$ cat src/rtl/keypad_input_unit.sv
// Keypad operand entry: scans a 4x4 matrix, debounces presses, collects up to three
// BCD digits plus sign and converts the entry to an 8-bit two's-complement operand.
module keypad_input_unit #(
   parameter int SCAN_DIV       = 50000,
   parameter int DEBOUNCE_TICKS = 10
) (
   input  logic        clock,
   input  logic        Reset,
   input  logic [3:0]  ROW,
   output logic [3:0]  COL,
   output logic [7:0]  EightBitNumber,
   output logic        Valid,
   output logic        Error,
   output logic        Neg,
   output logic [11:0] DigitsBCD,
   output logic [1:0]  DigitCount,
   output logic        key_evt_o,
   output logic        scan_state_o,
   output logic [1:0]  entry_state_o
);

   localparam int DIV_W = (SCAN_DIV > 1) ? $clog2(SCAN_DIV) : 1;
   localparam int CNT_W = $clog2(DEBOUNCE_TICKS + 1);
   localparam logic [3:0] K_SIGN  = 4'hA;
   localparam logic [3:0] K_CLEAR = 4'hE;
   localparam logic [3:0] K_ENTER = 4'hF;

   typedef enum logic {SCAN_RUN = 1'b0, SCAN_HOLD = 1'b1} scan_state_t;
   typedef enum logic [1:0] {ST_EMPTY = 2'd0, ST_ENTRY = 2'd1, ST_CHECK = 2'd2} entry_state_t;

   logic [3:0]       row_meta_q, row_sync_q;
   logic [DIV_W-1:0] div_q, div_d;
   logic             tick;
   scan_state_t      scan_q, scan_d;
   logic [1:0]       col_q, col_d;
   logic [CNT_W-1:0] db_cnt_q, db_cnt_d, cnt_inc;
   logic [3:0]       cand_q, cand_d;
   logic             held;
   logic [1:0]       hit_row;
   // key_evt_q is a one-clock strobe qualifying key_code_q; there is no ready, the
   // entry FSM takes every strobe because strobes are many ticks apart.
   logic             key_evt_q, key_evt_d;
   logic [3:0]       key_code_q, key_code_d;

   entry_state_t     st_q, st_d;
   logic [11:0]      digits_q, digits_d;
   logic [1:0]       dcnt_q, dcnt_d;
   logic             neg_q, neg_d, err_q, err_d, valid_q, valid_d;
   logic [7:0]       num_q, num_d;
   logic [9:0]       mag;
   logic             is_digit, over_range;

   function automatic logic [3:0] key_map(input logic [1:0] r, input logic [1:0] c);
      logic [3:0] k;
      case ({r, c})
         4'h0: k = 4'd1;    4'h1: k = 4'd2;  4'h2: k = 4'd3;    4'h3: k = K_SIGN;
         4'h4: k = 4'd4;    4'h5: k = 4'd5;  4'h6: k = 4'd6;    4'h7: k = 4'hB;
         4'h8: k = 4'd7;    4'h9: k = 4'd8;  4'hA: k = 4'd9;    4'hB: k = 4'hC;
         4'hC: k = K_CLEAR; 4'hD: k = 4'd0;  4'hE: k = K_ENTER; default: k = 4'hD;
      endcase
      return k;
   endfunction

   always_comb begin
      tick  = (div_q == DIV_W'(SCAN_DIV - 1));
      div_d = tick ? '0 : div_q + 1'b1;
      held  = (row_sync_q != 4'hF);
      hit_row = 2'd0;
      for (int i = 3; i >= 0; i--) begin
         if (!row_sync_q[i]) hit_row = 2'(i);
      end
   end

   // Scanner/debouncer next state: the column freezes while a key is seen.
   always_comb begin
      scan_d     = scan_q;
      col_d      = col_q;
      db_cnt_d   = db_cnt_q;
      cand_d     = cand_q;
      key_evt_d  = 1'b0;
      key_code_d = key_code_q;
      cnt_inc    = db_cnt_q + 1'b1;
      if (tick) begin
         case (scan_q)
            SCAN_RUN: begin
               if (held) begin
                  if (db_cnt_q != '0 && cand_q == {hit_row, col_q}) db_cnt_d = cnt_inc;
                  else                                              db_cnt_d = CNT_W'(1);
                  cand_d = {hit_row, col_q};
                  if (db_cnt_d == CNT_W'(DEBOUNCE_TICKS)) begin
                     key_evt_d  = 1'b1;
                     key_code_d = key_map(hit_row, col_q);
                     scan_d     = SCAN_HOLD;
                     db_cnt_d   = '0;
                  end
               end else begin
                  db_cnt_d = '0;
                  col_d    = col_q + 2'd1;
               end
            end
            SCAN_HOLD: begin
               if (held) db_cnt_d = '0;
               else if (cnt_inc == CNT_W'(DEBOUNCE_TICKS)) begin
                  scan_d   = SCAN_RUN;
                  db_cnt_d = '0;
               end else db_cnt_d = cnt_inc;
            end
            default: scan_d = SCAN_RUN;
         endcase
      end
   end

   always_comb begin
      COL          = ~(4'b0001 << col_q);
      key_evt_o    = key_evt_q;
      scan_state_o = scan_q;
   end

   always_ff @(posedge clock or negedge Reset) begin
      if (!Reset) begin
         row_meta_q <= 4'hF;
         row_sync_q <= 4'hF;
         div_q      <= '0;
         scan_q     <= SCAN_RUN;
         col_q      <= 2'd0;
         db_cnt_q   <= '0;
         cand_q     <= 4'd0;
         key_evt_q  <= 1'b0;
         key_code_q <= 4'd0;
      end else begin
         row_meta_q <= ROW;
         row_sync_q <= row_meta_q;
         div_q      <= div_d;
         scan_q     <= scan_d;
         col_q      <= col_d;
         db_cnt_q   <= db_cnt_d;
         cand_q     <= cand_d;
         key_evt_q  <= key_evt_d;
         key_code_q <= key_code_d;
      end
   end

   // Entry FSM: state and datapath registers.
   always_ff @(posedge clock or negedge Reset) begin
      if (!Reset) begin
         st_q     <= ST_EMPTY;
         digits_q <= 12'h000;
         dcnt_q   <= 2'd0;
         neg_q    <= 1'b0;
         err_q    <= 1'b0;
         valid_q  <= 1'b0;
         num_q    <= 8'h00;
      end else begin
         st_q     <= st_d;
         digits_q <= digits_d;
         dcnt_q   <= dcnt_d;
         neg_q    <= neg_d;
         err_q    <= err_d;
         valid_q  <= valid_d;
         num_q    <= num_d;
      end
   end

   always_comb begin
      is_digit   = (key_code_q <= 4'd9);
      mag        = 10'(digits_q[11:8]) * 10'd100 + 10'(digits_q[7:4]) * 10'd10 + 10'(digits_q[3:0]);
      over_range = (!neg_q && mag > 10'd127) || (neg_q && mag > 10'd128);
   end

   always_comb begin
      st_d = st_q;
      case (st_q)
         ST_EMPTY: if (key_evt_q && is_digit) st_d = ST_ENTRY;
         ST_ENTRY: begin
            if (key_evt_q && key_code_q == K_ENTER)      st_d = ST_CHECK;
            else if (key_evt_q && key_code_q == K_CLEAR) st_d = ST_EMPTY;
         end
         default:  st_d = ST_EMPTY;
      endcase
   end

   always_comb begin
      digits_d = digits_q;
      dcnt_d   = dcnt_q;
      neg_d    = neg_q;
      err_d    = err_q;
      num_d    = num_q;
      valid_d  = 1'b0;
      case (st_q)
         ST_EMPTY, ST_ENTRY: begin
            if (key_evt_q) begin
               if (is_digit) begin
                  if (st_q == ST_EMPTY) begin
                     digits_d = {8'h00, key_code_q};
                     dcnt_d   = 2'd1;
                     err_d    = 1'b0;
                  end else if (dcnt_q != 2'd3) begin
                     digits_d = {digits_q[7:0], key_code_q};
                     dcnt_d   = dcnt_q + 2'd1;
                  end
               end else if (key_code_q == K_SIGN) begin
                  neg_d = ~neg_q;
               end else if (key_code_q == K_CLEAR) begin
                  digits_d = 12'h000;
                  dcnt_d   = 2'd0;
                  neg_d    = 1'b0;
                  err_d    = 1'b0;
               end
            end
         end
         ST_CHECK: begin
            if (over_range) err_d = 1'b1;
            else begin
               num_d   = neg_q ? 8'd0 - mag[7:0] : mag[7:0];
               valid_d = 1'b1;
            end
            digits_d = 12'h000;
            dcnt_d   = 2'd0;
            neg_d    = 1'b0;
         end
         default: begin
         end
      endcase
   end

   always_comb begin
      EightBitNumber = num_q;
      Valid          = valid_q;
      Error          = err_q;
      Neg            = neg_q;
      DigitsBCD      = digits_q;
      DigitCount     = dcnt_q;
      entry_state_o  = st_q;
   end

endmodule

$ cat config.mk
export PLATFORM = sky130hd
export DESIGN_NAME = keypad_input_unit
export DESIGN_NICKNAME = d
export VERILOG_FILES = /design/src/rtl/keypad_input_unit.sv
export SDC_FILE = /design/constraint.sdc
export NUM_CORES = 1
export LEC_CHECK = 0
export ABC_CLOCK_PERIOD_IN_PS = 4390
export BUFFER_PORTS_ARGS = -buffer_cell sky130_fd_sc_hd__buf_4
export CAP_MARGIN = 5
export CORE_UTILIZATION = 25
export DETAILED_ROUTE_END_ITERATION = 7
export GPL_ROUTABILITY_DRIVEN = 0
export PLACE_DENSITY_LB_ADDON = 0.05
export SETUP_SLACK_MARGIN = 0.3
export SLEW_MARGIN = 0
export SYNTH_ARGS = -nofsm -noshare
export SYNTH_HDL_FRONTEND = slang
export SYNTH_SLANG_ARGS = --single-unit
$ cat constraint.sdc
create_clock -name clock -period 4.39 [get_ports clock]
set_input_delay 0.6585 -clock clock [delete_from_list [all_inputs] [get_ports clock]]
set_output_delay 0.6585 -clock clock [all_outputs]
set_load 0.02 [all_outputs]
After elaboration in Yosys (flattened, before gate mapping)
Memory sizes are Yosys's and may differ from the RTL's. A register that Yosys moved wholly into a read port is not among the register bits.
Cells that the tools add are included.
{"block": "op_classes", "n_addsub": 7, "n_mul": 2, "order_cmp": 3, "eq_ne": 21, "shifts": 1, "muxes": 53, "n_bitwise": 5, "n_reduce_logical": 21}
{"cell": "12-bit two-way mux", "count": 6}
{"cell": "4-bit two-way mux", "count": 8}
{"cell": "2-bit two-way mux", "count": 13}
{"cell": "12-bit one-hot mux with 2 select lines", "count": 1}
{"cell": "4-bit == test, second input constant", "count": 5}
{"cell": "1-bit two-way mux", "count": 17}
{"cell": "16-bit by 1-bit adder with 16-bit output, second input constant", "count": 1}
{"cell": "16-bit == test, second input constant", "count": 1}
{"cell": "16-bit two-way mux", "count": 1}
{"cell": "3-bit inequality test, second input constant", "count": 5}
{"cell": "10-bit by 4-bit adder with 10-bit output", "count": 1}
{"cell": "10-bit by 8-bit adder with 10-bit output", "count": 1}
{"cell": "10-bit by 7-bit > comparator with 1-bit output, second input constant", "count": 1}
{"cell": "10-bit by 8-bit > comparator with 1-bit output, second input constant", "count": 1}
{"cell": "2-bit inequality test, second input constant", "count": 5}
{"cell": "4-bit by 5-bit multiplier with 8-bit output, second input constant", "count": 1}
{"cell": "8-bit two-way mux", "count": 1}
{"cell": "4-bit inequality test, second input constant", "count": 2}
{"cell": "2-bit one-hot mux with 2 select lines", "count": 2}
{"cell": "4-bit one-hot mux with 2 select lines", "count": 1}
{"cell": "4-bit AND reduction", "count": 2}
{"cell": "1-bit by 8-bit subtractor with 8-bit output, first input constant", "count": 1}
{"cell": "4-bit by 3-bit multiplier with 7-bit output, second input constant", "count": 1}
{"cell": "1-bit logical AND", "count": 6}
{"cell": "other kinds (20)", "count": 29}
{"block": "totals", "ff_bits": 63, "romBits": 64, "in_bits": 6, "n_memories": 1}
{"name": "(name not given)", "depth": 16, "word_bits": 4, "read_ports": 1, "rd_ports_with_merged_regs": 1, "write_ports": 0, "line": "55", "text": "case ({r, c})"}

Logic depth before layout (Yosys ltp)
Gate-level depths: netlist (run 1).
{"block": "logic_depth", "word_depth": 15, "ltp_mapped": 13, "depth_no_buf": 13}

Worst setup path before layout (run 1)
OpenSTA, ideal clock, no wires.
{"block": "synth_timing", "kind": "reg-to-reg", "start": "reg digits_q[5], in the netlist DigitsBCD[5]", "end": "reg num_q[0], in the netlist EightBitNumber[0]", "t_arrival_ns": 3.671, "path_slack_ns": 0.594, "path_stages_with_launch": 13, "path_cell_list": "dfrtp_1 -> ha_1 -> ha_1 -> fa_1 -> xor2_1 -> ha_1 -> ha_1 -> o21ai_0 -> or2_2 -> a221oi_2 -> nor3_1 -> nor4b_4 -> mux2_2"}
{"block": "synth_via", "elab_chain_cells": 8, "word_cells_on_any_way": 10}
{"element": "start: declaration", "line": "46", "text": "logic [11:0] digits_q, digits_d;"}
{"element": "start signal: assignment", "line": "155", "text": "digits_q <= digits_d;"}
{"element": "4-bit by 3-bit multiplier with 7-bit output *", "line": "166", "text": "mag = 10'(digits_q[11:8]) * 10'd100 + 10'(digits_q[7:4]) * 10'd10 + 10'(digits_q[3:0]);"}
{"element": "10-bit by 8-bit adder with 10-bit output *", "line": "166"}
{"element": "10-bit by 4-bit adder with 10-bit output *", "line": "166"}
{"element": "10-bit by 7-bit > comparator with 1-bit output or 10-bit by 8-bit > comparator with 1-bit output (tied branches)", "line": "167", "text": "over_range = (!neg_q && mag > 10'd127) || (neg_q && mag > 10'd128);"}
{"element": "1-bit logical AND", "line": "167"}
{"element": "1-bit logical OR *", "line": "167"}
{"element": "1-bit NOT (no source line) *"}
{"element": "2-bit AND reduction (no source line) *"}
{"element": "end signal: assignment", "line": "160", "text": "num_q <= num_d;"}
{"element": "end: declaration", "line": "49", "text": "logic [7:0] num_q, num_d;"}
Every way passes the cells marked *; elsewhere a longest branch is shown, timed or not.
A chain may end at the register's enable or synchronous reset.

Final worst setup path (run 1)
Same ends and word-level chain as after synthesis.

==> flow_summary.json, run 1 <==
{
  "synth_top_area_share": 0.365,
  "initial_core_util": 0.255,
  "synth.avg_cell_area_um2": 9.96,
  "synth_seq_cells": 67,
  "num_antenna_cells": 0,
  "cts_root_buffer": "clkbuf_16",
  "cts_resized": 0,
  "num_vias": 2972,
  "cp.arrival_ns": 4.08,
  "synth_warnings": 0,
  "worstPathRequired_ns": 4.61,
  "boundaryPins": 39,
  "fmax_ghz": 0.259,
  "synth_nets": 452,
  "clock_skew_ns": 0.00640,
  "rsz0062_at_grt": "false",
  "hold_class": "flop to flop",
  "die_w_um": 129,
  "worst_slew_pin_slew_ns": 0.961,
  "synth.top_cells.by_count": "dfrtp_1 (59), nand2_1 (41), ha_1 (35)",
  "seq_area_frac_synth": 0.417,
  "hold_viol": 0,
  "p_leak_uw": 0.00227,
  "final_nets": 496,
  "dp_hpwl_um": 6780,
  "routedWlPerCell_um": 13.7,
  "routed_via_density": 4.43,
  "synth.most_common_cell": "dfrtp_1",
  "wirelength_um": 9180,
  "ys_types": 48,
  "dieArea_um2": 16700,
  "clk_pin_slew_ns": 0.05,
  "ant_nets": 0,
  "fin_crit_ns": 3.87,
  "yosysTopAreaCell": "dfrtp_1",
  "drv_cap": 0,
  "clockBufferDepth": 2,
  "async_flop_share": 1.00,
  "cp-start-kind": "flop",
  "drv_slew": 0,
  "criticalPathCategory": "flop to flop",
  "setup_tns_ns": 0,
  "die_h_um": 129,
  "htreeDepth": 3,
  "grt_max_degree": 68,
  "synth_ff_type": "dfrtp_1",
  "grt_pass1_vias": 2979,
  "cts_tree": "built",
  "fillCellCount": 1688,
  "crit_path_max_fanout": 9,
  "synthTopCellsByArea": "dfrtp_1 (37%), ha_1 (11%), dfstp_2 (5.2%), mux2_2 (4.5%), xnor2_1 (4.3%)",
  "drt_iter0_drc": 96,
  "portBuffers": 38,
  "place_area_um2": 4570,
  "setup_viol": 0,
  "slew_headroom": 0.360,
  "grt_pass1_wl_um": 15700,
  "netlist_area_um2": 4040,
  "grt.total_usage": 0.125,
  "finalCritPeriodShare": 0.881,
  "fin_hold_ws_ns": 0.353,
  "syn_inst": 406,
  "multi_input_area_um2": 2220,
  "clk_latency_ns": 0.33,
  "syn_to_final_growth_pct": 20.1,
  "cp-end-kind": "flop",
  "synth-edff-count": 0,
  "peakVddDrop_mv": 0.183,
  "outcome": "complete, no violations",
  "cts_made_buffers": 9,
  "post-route-drc-count": 0,
  "core-area_um2": 15800,
  "antenna_found_initial": 0,
  "std_cell_rows": 46,
  "cellPowerDensity_nw_per_um2": 272,
  "grt-ovfl-total": 0,
  "register_area_um2": 1690,
  "clkSinkCount": 67,
  "firstDrtPassIters": 6,
  "finish.instance_area_um2": 4860,
  "drive_above_1_share": 0.182
}
==> cell families (layout without fill, tap and decap cells) <==
family                     count (synthesis)  in the layout  share of synthesized area
AOI/OAI and AO/OA                         66             66                     0.0987
DFF                                       67             67                      0.417
buffers and inverters                     36             85                     0.0356
adders and majority gates                 40             40                      0.133
xor gates and xnor gates                  30             30                     0.0650
muxes                                     27             27                     0.0718
and+or+nand+nor                          140            140                      0.179
==> power by group <==
group / switching (uW) / leakage, uW / internal [uW]
clock network: 258 / 0.000137 / 412
logic: 19.9 / 0.00124 / 6.69
registers: 2.13 / 0.000894 / 625
==> cell usage in the layout (no fill, tap or decap), drive strengths merged, types with 15 or more instances in the layout <==
cell type  synthesis  routed
buf                3      40
mux2              16      16
a21oi             17      17
nand2             41      41
inv               29      29
nor2              19      19
dfrtp             59      59
ha                35      35
xnor2             20      20
o21ai             25      25
nor3              15      15
nand3             20      20
==> state kept, by name (all words and copies together) (netlist names), 2 cells and up <==
signal,flops
DigitsBCD,12
div_q,16
entry_state_o,2
cand_q,4
col_q,2
row_sync_q,4
DigitCount,2
row_meta_q,4
key_code_q,4
EightBitNumber,8
db_cnt_q,4
==> routing by layer <==
| layer | track usage | share of wire | up-vias |
|---|---|---|---|
| met5 | 0 | 0 | - |
| met4 | 0.0394 | 0.012 | 0 |
| met3 | 0.0351 | 0.035 | 10 |
| met2 | 0.213 | 0.49 | 36 |
| met1 | 0.151 | 0.46 | 1423 |
| li1 | - | - | 1503 |
==> timing repair <==
item,in CTS,in global routing
hold buffers,0,0
buffers inserted,0,1
setup endpoints to repair,0,8
endpoints found under the hold margin,0,0
==> cell type report <==
cell class / count / area share
multi-input combinational: 303 / 0.456
sequential: 67 / 0.347
timing repair buffer: 40 / 0.0618
tap: 216 / 0.0557
clock buffer: 14 / 0.0544
inverter: 29 / 0.0224
clock inverter: 2 / 0.00206
==> critical path, stage by stage (launching register included) <==
cell,delay (ns)
dfrtp_1,0.44
ha_1,0.32
ha_1,0.22
fa_1,0.38
xor2_1,0.16
ha_1,0.28
ha_1,0.35
o21ai_0,0.12
or2_2,0.30
a221oi_2,0.25
nor3_1,0.12
nor4b_4,0.25
buf_4,0.21
mux2_2,0.34
==> metrics by stage <==
step | setup WS (ns) | power (uW) | std cells | util
6_report | 0.522 | 1320 | 671 | 0.307
5_1_grt | 0.349 | 1390 | 671 | 0.307
4_1_cts | 0.377 | 1360 | 670 | 0.306
3_5_place_dp | 0.402 | 667 | 654 | 0.289
3_3_place_gp | 0.401 | 666 | 654 | 0.289
2_1_floorplan | 0.594 | 646 | 406 | -
==> final timing paths <==
check	startpoint	endpoint	slack, ns	cells after the start
worst min register to register	row_meta_q[0]$_DFF_PN1_	row_sync_q[0]$_DFF_PN1_	0.35	0
worst max-delay path	DigitsBCD[5]$_DFFE_PN0P_	EightBitNumber[0]$_DFFE_PN0P_	0.52	13
worst max register to register	DigitsBCD[5]$_DFFE_PN0P_	EightBitNumber[0]$_DFFE_PN0P_	0.52	13
max in group asynchronous	Reset	db_cnt_q[1]$_DFFE_PN0P_	3.35	1
min in group asynchronous	Reset	DigitsBCD[10]$_DFFE_PN0P_	0.44	1
worst min-delay path	row_meta_q[0]$_DFF_PN1_	row_sync_q[0]$_DFF_PN1_	0.35	0
(Power assumes the default switching activity.)
==> run 2, diff against run 1 <==
--- a/config.mk
+++ b/config.mk
@@ -8,6 +8,8 @@
 export ABC_CLOCK_PERIOD_IN_PS = 4390
 export BUFFER_PORTS_ARGS = -buffer_cell sky130_fd_sc_hd__buf_4
 export CAP_MARGIN = 5
+export CELL_PAD_IN_SITES_DETAIL_PLACEMENT = 0
+export CELL_PAD_IN_SITES_GLOBAL_PLACEMENT = 1
 export CORE_UTILIZATION = 25
 export DETAILED_ROUTE_END_ITERATION = 7
 export GPL_ROUTABILITY_DRIVEN = 0
==> run 2 against run 1 <==
- utilization rose by 0.35 points
- critical path depth unchanged
- global-route usage shrank 0.21 points
- worst hold slack better by 0.0017 ns
- die area stayed put
- total power grew 7.8%
- clock power rose by 16%
- sequential cell count unchanged
- setup slack improved by 0.041 ns
==> flow_summary.json, run 2 (synthesized netlist as in run 1, its figures left out) <==
{
  "cellPowerDensity_nw_per_um2": 291,
  "p_comb_frac": 0.019,
  "die_h_um": 129,
  "path_cells": "ha_1, ha_1, fa_1, xor2_1, ha_1, ha_1, o21ai_0, or2_2, a221oi_2, nor3_1, nor4b_4, buf_6, mux2_2",
  "wirelength_um": 9260,
  "antenna_found_initial": 0,
  "portBuffers": 38,
  "cp-end-kind": "flop",
  "grt_max_degree": 68,
  "grt_pass1_wl_um": 15500,
  "largest_register_ffs": 16,
  "cts_root_buffer": "clkbuf_16",
  "drt_iter0_drc": 121,
  "cts_made_buffers": 9,
  "fmax_ghz": 0.261,
  "hold_viol": 0,
  "syn_to_final_growth_pct": 21.5,
  "pwr-share-clk": 0.542,
  "cp.arrival_ns": 4.04,
  "hold_class": "flop to flop",
  "final_nets": 497,
  "crit_path_max_fanout": 9,
  "initial_core_util": 0.255,
  "routed_via_density": 4.47,
  "routedWlPerCell_um": 13.8,
  "post-route-drc-count": 0,
  "clkSinkCount": 67,
  "crit_buf_inv": 1,
  "min-delay-start": "row_meta_q[2]$_DFF_PN1_",
  "p_leak_uw": 0.00230,
  "rsz0062_at_grt": "false",
  "crit_path_start": "DigitsBCD[5]$_DFFE_PN0P_",
  "clk_pin_slew_ns": 0.06,
  "drv_slew": 0,
  "fin_hold_ws_ns": 0.355,
  "finalCritPeriodShare": 0.872,
  "setup_viol": 0,
  "power.switching_uw": 300,
  "dieArea_um2": 16700,
  "p_total_uw": 1430,
  "cts_tree": "built",
  "timing.rr.start": "DigitsBCD[5]$_DFFE_PN0P_",
  "outcome": "complete, no violations",
  "regMostFlops": "div_q",
  "boundaryPins": 39,
  "cts_hold_buffers": 0,
  "drive_above_1_share": 0.191,
  "seq_power_share": 0.439,
  "firstDrtPassIters": 4,
  "fillCellCount": 1706,
  "num_vias": 3004,
  "std_cell_rows": 46,
  "final_cell_mix": "dfrtp_1 (59), nand2_1 (41), buf_4 (40), ha_1 (35), inv_1 (29)",
  "critPathMaxStageDelay_ns": 0.43,
  "setup_tns_ns": 0,
  "die_w_um": 129,
  "p_int_uw": 1130,
  "core-area_um2": 15800,
  "cp_top_family": "adder cells",
  "final_common_cell": "dfrtp_1",
  "ant_nets": 0,
  "num_antenna_cells": 0,
  "criticalPathCategory": "flop to flop",
  "cpMostUsedCell": "ha_1",
  "dp_hpwl_um": 6870,
  "worst_slew_pin_slew_ns": 0.989,
  "clockBufferDepth": 2,
  "peakVddDrop_mv": 0.172,
  "clock_skew_ns": 0.00867,
  "slew_headroom": 0.341,
  "drv_cap": 0,
  "grt_pass1_vias": 2995,
  "cp-start-kind": "flop",
  "worst_path_max_delay_cell": "dfrtp_1",
  "fin_crit_ns": 3.83,
  "grt-ovfl-total": 0,
  "worstPathRequired_ns": 4.60,
  "htreeDepth": 3,
  "clk_latency_ns": 0.33,
  "grt.total_usage": 0.122,
  "switching_share": 0.210
}
## run 2: cell types whose count changed in the layout (fill, tap and decap cells not counted), sizes merged
| cell | previous run | this run |
|---|---|---|
| buf | 40 | 41 |
| bufinv | 0 | 2 |
| clkbuf | 14 | 9 |
| clkinv | 2 | 5 |
## run 2: worst paths after layout
check                                                      to  slack (ns)  cells after the start
max in group asynchronous           DigitCount[1]$_DFFE_PN0P_        3.33                      1
worst min register to register        row_sync_q[2]$_DFF_PN1_        0.36                      0
worst max-delay path            EightBitNumber[0]$_DFFE_PN0P_        0.56                     13
worst max register to register  EightBitNumber[0]$_DFFE_PN0P_        0.56                     13
min in group asynchronous            DigitsBCD[9]$_DFFE_PN0P_        0.45                      1
worst min-delay path                  row_sync_q[2]$_DFF_PN1_        0.36                      0
## run 2: final cells by class
cell class	instances	area, um^2	share of cell area
clock buffers	9	225	0.0459
clock inverters	7	92.6	0.0189
inverters	29	109	0.0222
multi-input cells	303	2220	0.451
flip-flops and latches	67	1690	0.343
well taps	216	270	0.0550
repair buffers	41	312	0.0634
## run 2: repair_timing
action,in CTS,in global routing
setup buffers,0,1
gates resized for setup,0,1
endpoints found under the setup margin,0,8
## run 2: routing by layer
metal	GRT usage	part of all wire
met5	0	0
met4	0.0381	0.011
met3	0.0347	0.035
met2	0.209	0.50
met1	0.149	0.46
## run 2: power by group through the flow
stage	logic, uW	registers [uW]	clock network, uW
after floorplan	8.99	637	0
after global placement	29.0	637	0
after detailed placement	28.8	637	0
after CTS	28.9	626	806
after global routing	32.2	627	832
final	27.0	627	773
## run 2: metrics by stage
step | instance area [um^2] | instances | worst slack, ns | util
after detailed placement | 4580 | 655 | 0.368 | 0.289
after global routing | 4910 | 672 | 0.289 | 0.310
after floorplan | 4040 | 406 | 0.594 | -
after CTS | 4900 | 671 | 0.358 | 0.310
after global placement | 4580 | 655 | 0.407 | 0.289
final | 4910 | 672 | 0.563 | 0.310
